$ cat src/rtl/br_resolve_pred.sv
// ---------------------------------------------------------------------------
// br_resolve_pred
// Branch resolution and prediction unit. Resolves conditional branches and
// JAL in EX using the branch comparator, trains a bimodal BHT with an
// attached BTB, predicts taken/target for the fetch PC, and issues a
// registered one-cycle flush with the corrected next PC on a mispredict.
//
// Ports:
//   clk, rst_n            core clock (rising edge), async active-low reset
//   i_if_pc               fetch PC to predict
//   o_pred_taken          combinational prediction for i_if_pc
//   o_pred_target         predicted target, 0 when not predicted taken
//   i_ex_valid            EX stage holds a valid instruction
//   i_ex_is_br            EX instruction is B-type
//   i_ex_is_jmp           EX instruction is JAL (priority over i_ex_is_br)
//   i_ex_funct3           B-type funct3
//   i_ex_pc               PC of the EX instruction
//   i_ex_target           computed branch/jump target
//   i_ex_pred_taken       prediction carried down the pipe
//   i_ex_pred_target      predicted target carried down the pipe
//   o_br_un               comparator select, 1 = signed, 0 = unsigned
//   i_br_less/i_br_equal  comparator results
//   o_flush               registered mispredict pulse
//   o_redirect_pc         registered correct next PC, valid while o_flush=1
//   o_stat_br             saturating count of resolved branches and jumps
//   o_stat_miss           saturating count of mispredicts
// ---------------------------------------------------------------------------
module br_resolve_pred #(
  parameter int IDX_W = 6,
  parameter int TAG_W = 8
) (
  input  logic        clk,
  input  logic        rst_n,
  input  logic [31:0] i_if_pc,
  output logic        o_pred_taken,
  output logic [31:0] o_pred_target,
  input  logic        i_ex_valid,
  input  logic        i_ex_is_br,
  input  logic        i_ex_is_jmp,
  input  logic [2:0]  i_ex_funct3,
  input  logic [31:0] i_ex_pc,
  input  logic [31:0] i_ex_target,
  input  logic        i_ex_pred_taken,
  input  logic [31:0] i_ex_pred_target,
  output logic        o_br_un,
  input  logic        i_br_less,
  input  logic        i_br_equal,
  output logic        o_flush,
  output logic [31:0] o_redirect_pc,
  output logic [31:0] o_stat_br,
  output logic [31:0] o_stat_miss
);

  localparam int DEPTH = 1 << IDX_W;

  // Prediction tables
  logic             r_valid  [DEPTH];
  logic [TAG_W-1:0] r_tag    [DEPTH];
  logic             r_jmp    [DEPTH];
  logic [1:0]       r_ctr    [DEPTH];
  logic [31:0]      r_target [DEPTH];

  logic        r_flush;
  logic [31:0] r_redirect_pc;
  logic [31:0] r_stat_br;
  logic [31:0] r_stat_miss;

  logic [IDX_W-1:0] w_if_idx;
  logic [TAG_W-1:0] w_if_tag;
  logic             w_if_hit;
  logic [IDX_W-1:0] w_ex_idx;
  logic [TAG_W-1:0] w_ex_tag;
  logic             w_ex_hit;
  logic             w_cond;
  logic             w_br_legal;
  logic             w_taken;
  logic             w_resolve;
  logic             w_mispred;
  logic [31:0]      w_next_pc;

  // Fetch-side lookup reads the registered tables, so a same-cycle update
  // to the same index is only visible from the following cycle.
  assign w_if_idx      = i_if_pc[IDX_W+1:2];
  assign w_if_tag      = i_if_pc[IDX_W+TAG_W+1:IDX_W+2];
  assign w_if_hit      = r_valid[w_if_idx] && (r_tag[w_if_idx] == w_if_tag);
  assign o_pred_taken  = w_if_hit && (r_jmp[w_if_idx] || r_ctr[w_if_idx][1]);
  assign o_pred_target = o_pred_taken ? r_target[w_if_idx] : 32'd0;

  assign w_ex_idx = i_ex_pc[IDX_W+1:2];
  assign w_ex_tag = i_ex_pc[IDX_W+TAG_W+1:IDX_W+2];
  assign w_ex_hit = r_valid[w_ex_idx] && (r_tag[w_ex_idx] == w_ex_tag);

  // funct3[1] distinguishes the unsigned compares (BLTU/BGEU)
  assign o_br_un = ~i_ex_funct3[1];

  // Branch condition decode; funct3 010/011 are not branches
  always_comb begin
    w_cond     = 1'b0;
    w_br_legal = 1'b1;
    case (i_ex_funct3)
      3'b000:         w_cond = i_br_equal;
      3'b001:         w_cond = ~i_br_equal;
      3'b100, 3'b110: w_cond = i_br_less;
      3'b101, 3'b111: w_cond = ~i_br_less;
      default: begin
        w_cond     = 1'b0;
        w_br_legal = 1'b0;
      end
    endcase
  end

  // JAL wins over B-type and ignores funct3
  assign w_taken   = i_ex_is_jmp | (i_ex_is_br & w_br_legal & w_cond);
  assign w_resolve = i_ex_valid & (i_ex_is_jmp | (i_ex_is_br & w_br_legal));
  assign w_mispred = w_resolve &
                     ((w_taken != i_ex_pred_taken) |
                      (w_taken & (i_ex_target != i_ex_pred_target)));
  assign w_next_pc = w_taken ? i_ex_target : (i_ex_pc + 32'd4);

  // BHT/BTB training
  always_ff @(posedge clk or negedge rst_n) begin
    if (!rst_n) begin
      for (int i = 0; i < DEPTH; i++) begin
        r_valid[i]  <= 1'b0;
        r_tag[i]    <= '0;
        r_jmp[i]    <= 1'b0;
        r_ctr[i]    <= 2'b01;
        r_target[i] <= 32'd0;
      end
    end else if (w_resolve) begin
      if (w_taken) begin
        if (w_ex_hit) begin
          if (r_ctr[w_ex_idx] != 2'b11) r_ctr[w_ex_idx] <= r_ctr[w_ex_idx] + 2'd1;
          r_target[w_ex_idx] <= i_ex_target;
        end else begin
          // Allocate over whatever aliased entry lives here
          r_valid[w_ex_idx]  <= 1'b1;
          r_tag[w_ex_idx]    <= w_ex_tag;
          r_target[w_ex_idx] <= i_ex_target;
          r_jmp[w_ex_idx]    <= i_ex_is_jmp;
          r_ctr[w_ex_idx]    <= 2'b10;
        end
      end else if (w_ex_hit && (r_ctr[w_ex_idx] != 2'b00)) begin
        r_ctr[w_ex_idx] <= r_ctr[w_ex_idx] - 2'd1;
      end
    end
  end

  // Redirect pulse and statistics; redirect_pc holds between pulses
  always_ff @(posedge clk or negedge rst_n) begin
    if (!rst_n) begin
      r_flush       <= 1'b0;
      r_redirect_pc <= 32'd0;
      r_stat_br     <= 32'd0;
      r_stat_miss   <= 32'd0;
    end else begin
      r_flush <= w_mispred;
      if (w_mispred) r_redirect_pc <= w_next_pc;
      if (w_resolve && (r_stat_br != 32'hFFFF_FFFF)) r_stat_br <= r_stat_br + 32'd1;
      if (w_mispred && (r_stat_miss != 32'hFFFF_FFFF)) r_stat_miss <= r_stat_miss + 32'd1;
    end
  end

  assign o_flush       = r_flush;
  assign o_redirect_pc = r_redirect_pc;
  assign o_stat_br     = r_stat_br;
  assign o_stat_miss   = r_stat_miss;

endmodule

$ cat config.mk
export PLATFORM = sky130hd
export DESIGN_NAME = br_resolve_pred
export DESIGN_NICKNAME = d
export VERILOG_FILES = /design/src/rtl/br_resolve_pred.sv
export SDC_FILE = /design/constraint.sdc
export NUM_CORES = 2
export LEC_CHECK = 0
export BUFFER_PORTS_ARGS = -buffer_cell sky130_fd_sc_hd__buf_2
export CAP_MARGIN = 25
export CORE_UTILIZATION = 45
export DETAILED_ROUTE_END_ITERATION = 12
export PLACE_DENSITY = 0.63
export SYNTH_ARGS = -nofsm -noshare
export SYNTH_HDL_FRONTEND = slang
export SYNTH_SLANG_ARGS = --single-unit
$ cat constraint.sdc
create_clock -name clk -period 3.99 [get_ports clk]
set_input_delay 0.1995 -clock clk [delete_from_list [all_inputs] [get_ports clk]]
set_output_delay 0.1995 -clock clk [all_outputs]
set_load 0.02 [all_outputs]
; Word-level counts from Yosys, hierarchy flattened
; Cells that the tools add are included.
[op_classes]
order_cmp = 3
n_addsub = 5
reduce_logical = 17
muxes = 45
eq_ne = 13
n_bitwise = 18
[op_table]
columns = op, count
row1 = 2048-bit bitwise mux, 1
row2 = 512-bit bitwise mux, 1
row3 = 128-bit two-way mux, 4
row4 = 128-bit bitwise mux, 2
row5 = 32-bit binary-select mux with 6-bit select, 1
row6 = 32-bit demux with 6-bit select, 1
row7 = 32-bit two-way mux, 5
row8 = 64-bit bitwise OR, 2
row9 = 8-bit binary-select mux with 6-bit select, 2
row10 = 32-bit by 1-bit adder with 32-bit output (second input constant), 2
row11 = 64-bit AND, 1
row12 = 64-bit bitwise mux, 1
row13 = 32-bit != test (second input constant), 2
row14 = 64-bit NOT, 1
row15 = 8-bit demux with 6-bit select, 1
row16 = 8-bit two-way mux, 5
row17 = 32-bit by 3-bit adder with 32-bit output (second input constant), 1
row18 = 32-bit != test, 1
row19 = 2-bit binary-select mux with 6-bit select, 2
row20 = 1-bit binary-select mux with 6-bit select, 3
row21 = 8-bit == test, 2
row22 = 7-bit greater-or-equal comparator (second input constant), 2
row23 = 6-bit NOT with 7-bit output, 2
row24 = 2-bit demux with 6-bit select, 1
row25 = other kinds (23), 55
[word_totals]
word_cells = 425
reg_bits = 2913
out_inout_bits = 131
input_bits = 139

; Longest topological paths before layout
[logic_depth]
ltp_word = 10
mapped_depth = 19

; Worst setup path after synthesis
; No wires, ideal clock.
[synth_path]
path_kind = input-to-output
startpoint = input i_if_pc[2]
endpoint = output o_pred_target[0]
arrival_time_ps = 3894
path_stages = 13
setup_slack_ps = -104
t_required_ps = 3790
path_cell_list = buf_2 buf_2 buf_2 buf_2 buf_2 buf_4 buf_2 buf_2 buf_2 mux4_2 mux4_2 mux2_2 o211a_1
[synth_via]
elab_chain_len = 8
[synth_lines]
columns = element, line
row1 = from (decl), 34  ; input logic [31:0] i_if_pc,
row2 = 6-bit NOT with 7-bit output (implied by the code) *, "85, 86, 87"
row3 = 8-bit binary-select mux with 6-bit select, 85  ; assign w_if_hit = r_valid[w_if_idx] && (r_tag[w_if_idx] == w_if_tag);
row4 = 8-bit two-way mux (implied by the code) (2 in a row), 85
row5 = 8-bit == test, 85
row6 = 1-bit logical AND, 85
row7 = 1-bit logical AND, 86  ; assign o_pred_taken = w_if_hit && (r_jmp[w_if_idx] || r_ctr[w_if_idx][1]);
row8 = 32-bit two-way mux *, 87  ; assign o_pred_target = o_pred_taken ? r_target[w_if_idx] : 32'd0;
row9 = to (decl), 36  ; output logic [31:0] o_pred_target,
; Mark *: on every way between the ends. The rest lies on a longest branch, timed or not. The select of a mux whose other input is x is not followed.

; Worst setup path in the final report
[layout_path]
startpoint = register r_tag[128] (netlist bit)
endpoint = output o_pred_target[4]
[layout_via]
elab_chain_len = 7
[layout_lines]
columns = element, line
row1 = from (decl), 58  ; logic [TAG_W-1:0] r_tag [DEPTH];
row2 = "from (signal, indexed assignment)", 138  ; r_tag[w_ex_idx] <= w_ex_tag;
row3 = 8-bit binary-select mux with 6-bit select, 85
row4 = 8-bit two-way mux (implied by the code) (2 in a row), 85
row5 = 8-bit == test, 85
row6 = 1-bit logical AND, 85
row7 = 1-bit logical AND, 86
row8 = 32-bit two-way mux, 87
; Every way passes these cells. The select of a mux whose other input is x is not followed.

==> results.tsv <==
stage	metric	value	unit
pwr	sequential power share	45.6	%
final_layout	number of nets in the layout	12700	
yosys	synth cell count leaders	nand2_1, dfrtp_1, mux2_2, mux4_2, clkbuf_1	
drt	first-pass iteration count of the detailed router	7	
floorplan	die area	311000	µm²
drt	Via density	6.24	
worst_setup_path	worst stage delay on the critical path	0.55	ns
timing	RSZ-0062 raised after global routing	true	
worst_setup_path	r2r worst-path depth	18	
timing	slew margin rel.	25.9	%
worst_setup_path	Worst setup SP type	flip-flop	
yosys	cell taking the most area after synthesis	dfrtp_1	
place	placed wire-length estimate	322000	µm
worst_setup_path	delay-heaviest family, CP	multiplexers	
pwr	Net Sw Power	20.1	mW
final_layout	fin area	169000	µm²
final_layout	Layout Utilization	55.1	%
pwr	Comb pwr share	13.4	%
hold_path	Hold Path Sink	r_target[1809]	
global_routing	largest net degree at the start of global routing	176	
timing	Hold Vio Cnt, Final	0	
drt	post-route ant nets	0	
floorplan	# rows	203	
worst_setup_path	worst reg2reg setup slack	-0.64	ns
worst_setup_path	Worst Setup SP	r_tag[128]	
drt	routed wl met2	230000	µm
place	Final Wtd Congestion	0.964	
pwr	pwr/cell area	442	nW/µm²
yosys	Yosys reg bits	2913	
status	status	finished with violations	
floorplan	Starting Density	45.4	%
floorplan	core area	307000	µm²
worst_setup_path	crit path kind	reg -> out	
global_routing	gr ovfl total	0	
global_routing	antenna violations before repair	32	
cts	clock root buffer	clkbuf_16	
cts	total CTS buffers	322	
place	DP Area	150000	µm²
yosys	syn_area_per_cell	11.6	µm²
cts	clk sink count	2913	
pwr	VDD IR-drop max	0.377	mV
yosys	synthesized area	139000	µm²
pwr	Lkg Pwr	84.0	nW
yosys	most frequent cell after synthesis	nand2_1	
drt	number of DRC markers in iteration 0	13700	
yosys	share of the synthesized area in the top cell type	51.2	%
drt	routed metal-1 wirelength	203000	µm
timing	Max Slew Vio Count	0	
hold_path	Hold Crit Start	i_ex_target[17]	
yosys	ys flop type	dfrtp_1	
timing	final setup vio count	801	
cts	Clock Path Buffers	4	
yosys	main area contributors after synthesis	dfrtp_1, mux4_2, nand2_1	
worst_setup_path	Req. time, crit path	3.79	ns
flow_run	Max Cap Viol	0	
final_layout	P&R area growth vs syn	21.6	%
yosys	post-synthesis async set-or-reset flop share	100	%
worst_setup_path	worst reg2reg endpoint	r_tag[322]	
global_routing	vias in the first global route	107000	
drt	drt drc	0	
hold_path	Hold Crit Depth	4	
final_layout	fill count	25000	
timing	final worst-path cycle share	126	%
drt	routed wire length	526000	µm
worst_setup_path	CP max FO	17	
worst_setup_path	CP max stage cell	mux4_2	
timing	final setup TNS	-392.44	ns
timing	fin crit period	5.03	ns
worst_setup_path	Buffers & Inverters on Critical Path	3	
final_layout	layout cells sized above 1	33.5	%
yosys	Synth cell types	75	
cts	Clk pin slew, worst setup/hold paths	0.06	ns
worst_setup_path	cell mode on critical path	mux4_2	
floorplan	DIE WIDTH	558	µm
worst_setup_path	critical path arrival	4.83	ns
pwr	Int Power	54.6	mW
floorplan	Ports	270	
floorplan	die height	558	µm
drt	Top Metal Used	met5	
timing	slew of the pin with the lowest slew margin	1.11	ns
cts	H-tree levels	5	
worst_setup_path	crit end category	output port	
timing	setup slack after layout	-1.04	ns
drt	Routed WL per cell	31.0	µm
hold_path	Min-Delay Path Class	in -> reg	
timing	final hold slack	0.0652	ns
pwr	clock network fraction of design power	41.0	%
timing	post-route clock skew	0.0981	ns
drt	met3 routed WL	62500	µm
place	IO Port Bufs	251	
yosys	Syn Nets	12200	
yosys	Post-synth EDFFs	0	
worst_setup_path	reg2reg start	r_tag[47]	
worst_setup_path	critical-path cell list	mux4_2 > mux4_2 > mux2_2 > nand2_1 > o21ai_1 > xnor2_1 > nand4_1 > a2111oi_4 > buf_12 > buf_16 > o211a_1 > buf_6	
status	failing checks	setup timing	
global_routing	first-pass GRT wire length	751000	µm
drt	DR vias	106000	
pwr	Sw Ratio	26.9	%
global_routing	GR Util All Layers	33.2	%
cts	CTS tree	built	
yosys	Syn Inst Count	12000	
cts	clk_lat worst skew	0.97	ns
yosys	number of synthesis warnings	0	
timing	FMAX	0.199	GHz
yosys	share of the yosys chip area belonging to registers	52.4	%
[metal layers]
metal | vias up | GRT usage (%)
li1 | 42500 | -
met1 | 54900 | 44.7
met4 | 24 | 16.7
met3 | 1499 | 9.78
met5 | - | 0
met2 | 6858 | 49.0
[cells by family (layout without fill, tap and decap cells)]
group,count (synthesis),count (layout),synth area share (%)
adder cells (fa/ha/maj),5,5,0.0450
AND/OR/NAND/NOR,5005,5005,14.4
XOR/XNOR,139,139,0.875
flip-flops,2913,2913,52.4
AO/OA/AOI/OAI,544,544,2.96
multiplexers,2400,2400,26.4
buffers and inverters,1012,1843,2.92
other,0,13,0
[per-stage QoR]
stage,power (mW),instances,setup WS (ns)
floorplan,39.3,12000,0.0369
global placement,43.1,16200,-0.712
detailed placement,43.6,16200,-0.697
CTS,74.4,16900,-0.980
global route,77.0,17000,-1.04
finish,74.8,17000,-1.04
[how the worst max path moves through the flow]
stage               slack, ns                end  depth (start not counted)
global route            -1.04   o_pred_target[8]                         11
floorplan                0.04   o_pred_target[0]                         13
detailed placement      -0.70  o_pred_target[30]                         14
global placement        -0.71  o_pred_target[29]                         14
finish                  -1.04   o_pred_target[4]                         12
CTS                     -0.98   o_pred_target[8]                         11
[registers in the layout (all words and copies together), names as in the netlist]
name / flops
o_stat_miss: 32
o_stat_br: 32
r_jmp: 64
o_flush: 1
r_ctr: 128
r_target: 2048
o_redirect_pc: 32
r_valid: 64
r_tag: 512
[layout make-up]
type | instances | area [µm²] | share of cell area (%)
Sequential cell | 2913 | 73000 | 43.1
Tap cell | 4100 | 5130 | 3.03
Clock buffer | 470 | 9400 | 5.56
Antenna cell | 13 | 32.5 | 0.0192
Timing Repair Buffer | 1246 | 13300 | 7.84
Inverter | 15 | 56.3 | 0.0333
Multi-Input combinational cell | 8093 | 66900 | 39.5
Clock inverter | 112 | 1420 | 0.838
[layout by cell type (no fill, tap or decap), drive strengths merged, types with 10 or more instances in the layout]
master,synthesis,routed
nor2,126,126
clkinv,2,76
nand3,64,64
o22ai,25,25
or3,68,68
dlygate4sd3,0,60
o211ai,19,19
o211a,15,15
diode,0,13
clkbuf,758,505
mux4,876,876
dfstp,64,64
buf,239,1151
o2bb2ai,76,76
dfrtp,2849,2849
and3,20,20
a31oi,23,23
nor3,55,55
nand2b,81,81
nand4,30,30
inv,13,25
a22o,30,30
o21ai,90,90
bufinv,0,19
mux2i,125,125
a221oi,35,35
a211oi,18,18
mux2,1399,1399
xor2,52,52
and4,14,14
xnor2,87,87
and2,28,28
nor4,10,10
a21oi,71,71
nand2,4467,4467
a22oi,78,78
[power by group through the flow]
stage          registers (mW)  logic [mW]  clock network (mW)
5_1_grt                  34.3        10.6                32.1
3_5_place_dp             34.5        9.10                   0
2_1_floorplan            33.9        5.38                   0
3_3_place_gp             34.3        8.83                   0
6_report                 34.1        10.0                30.6
4_1_cts                  34.0        9.59                30.9
[worst min-delay path, cell delays in order]
cell and delay, ns:
buf_2 0.11, buf_4 0.42, nand2_1 0.16, nand2_1 0.05
[what timing repair did]
| action | in CTS | in global routing |
|---|---|---|
| setup buffers | 53 | 38 |
| endpoints found under the hold margin | 933 | 0 |
| gates resized for setup | 502 | 576 |
| endpoints found under the setup margin | 745 | 801 |
| hold buffers | 61 | 0 |
| cloned | 37 | 38 |
| pin swaps | 12 | 14 |
(Power assumes the default switching activity.)
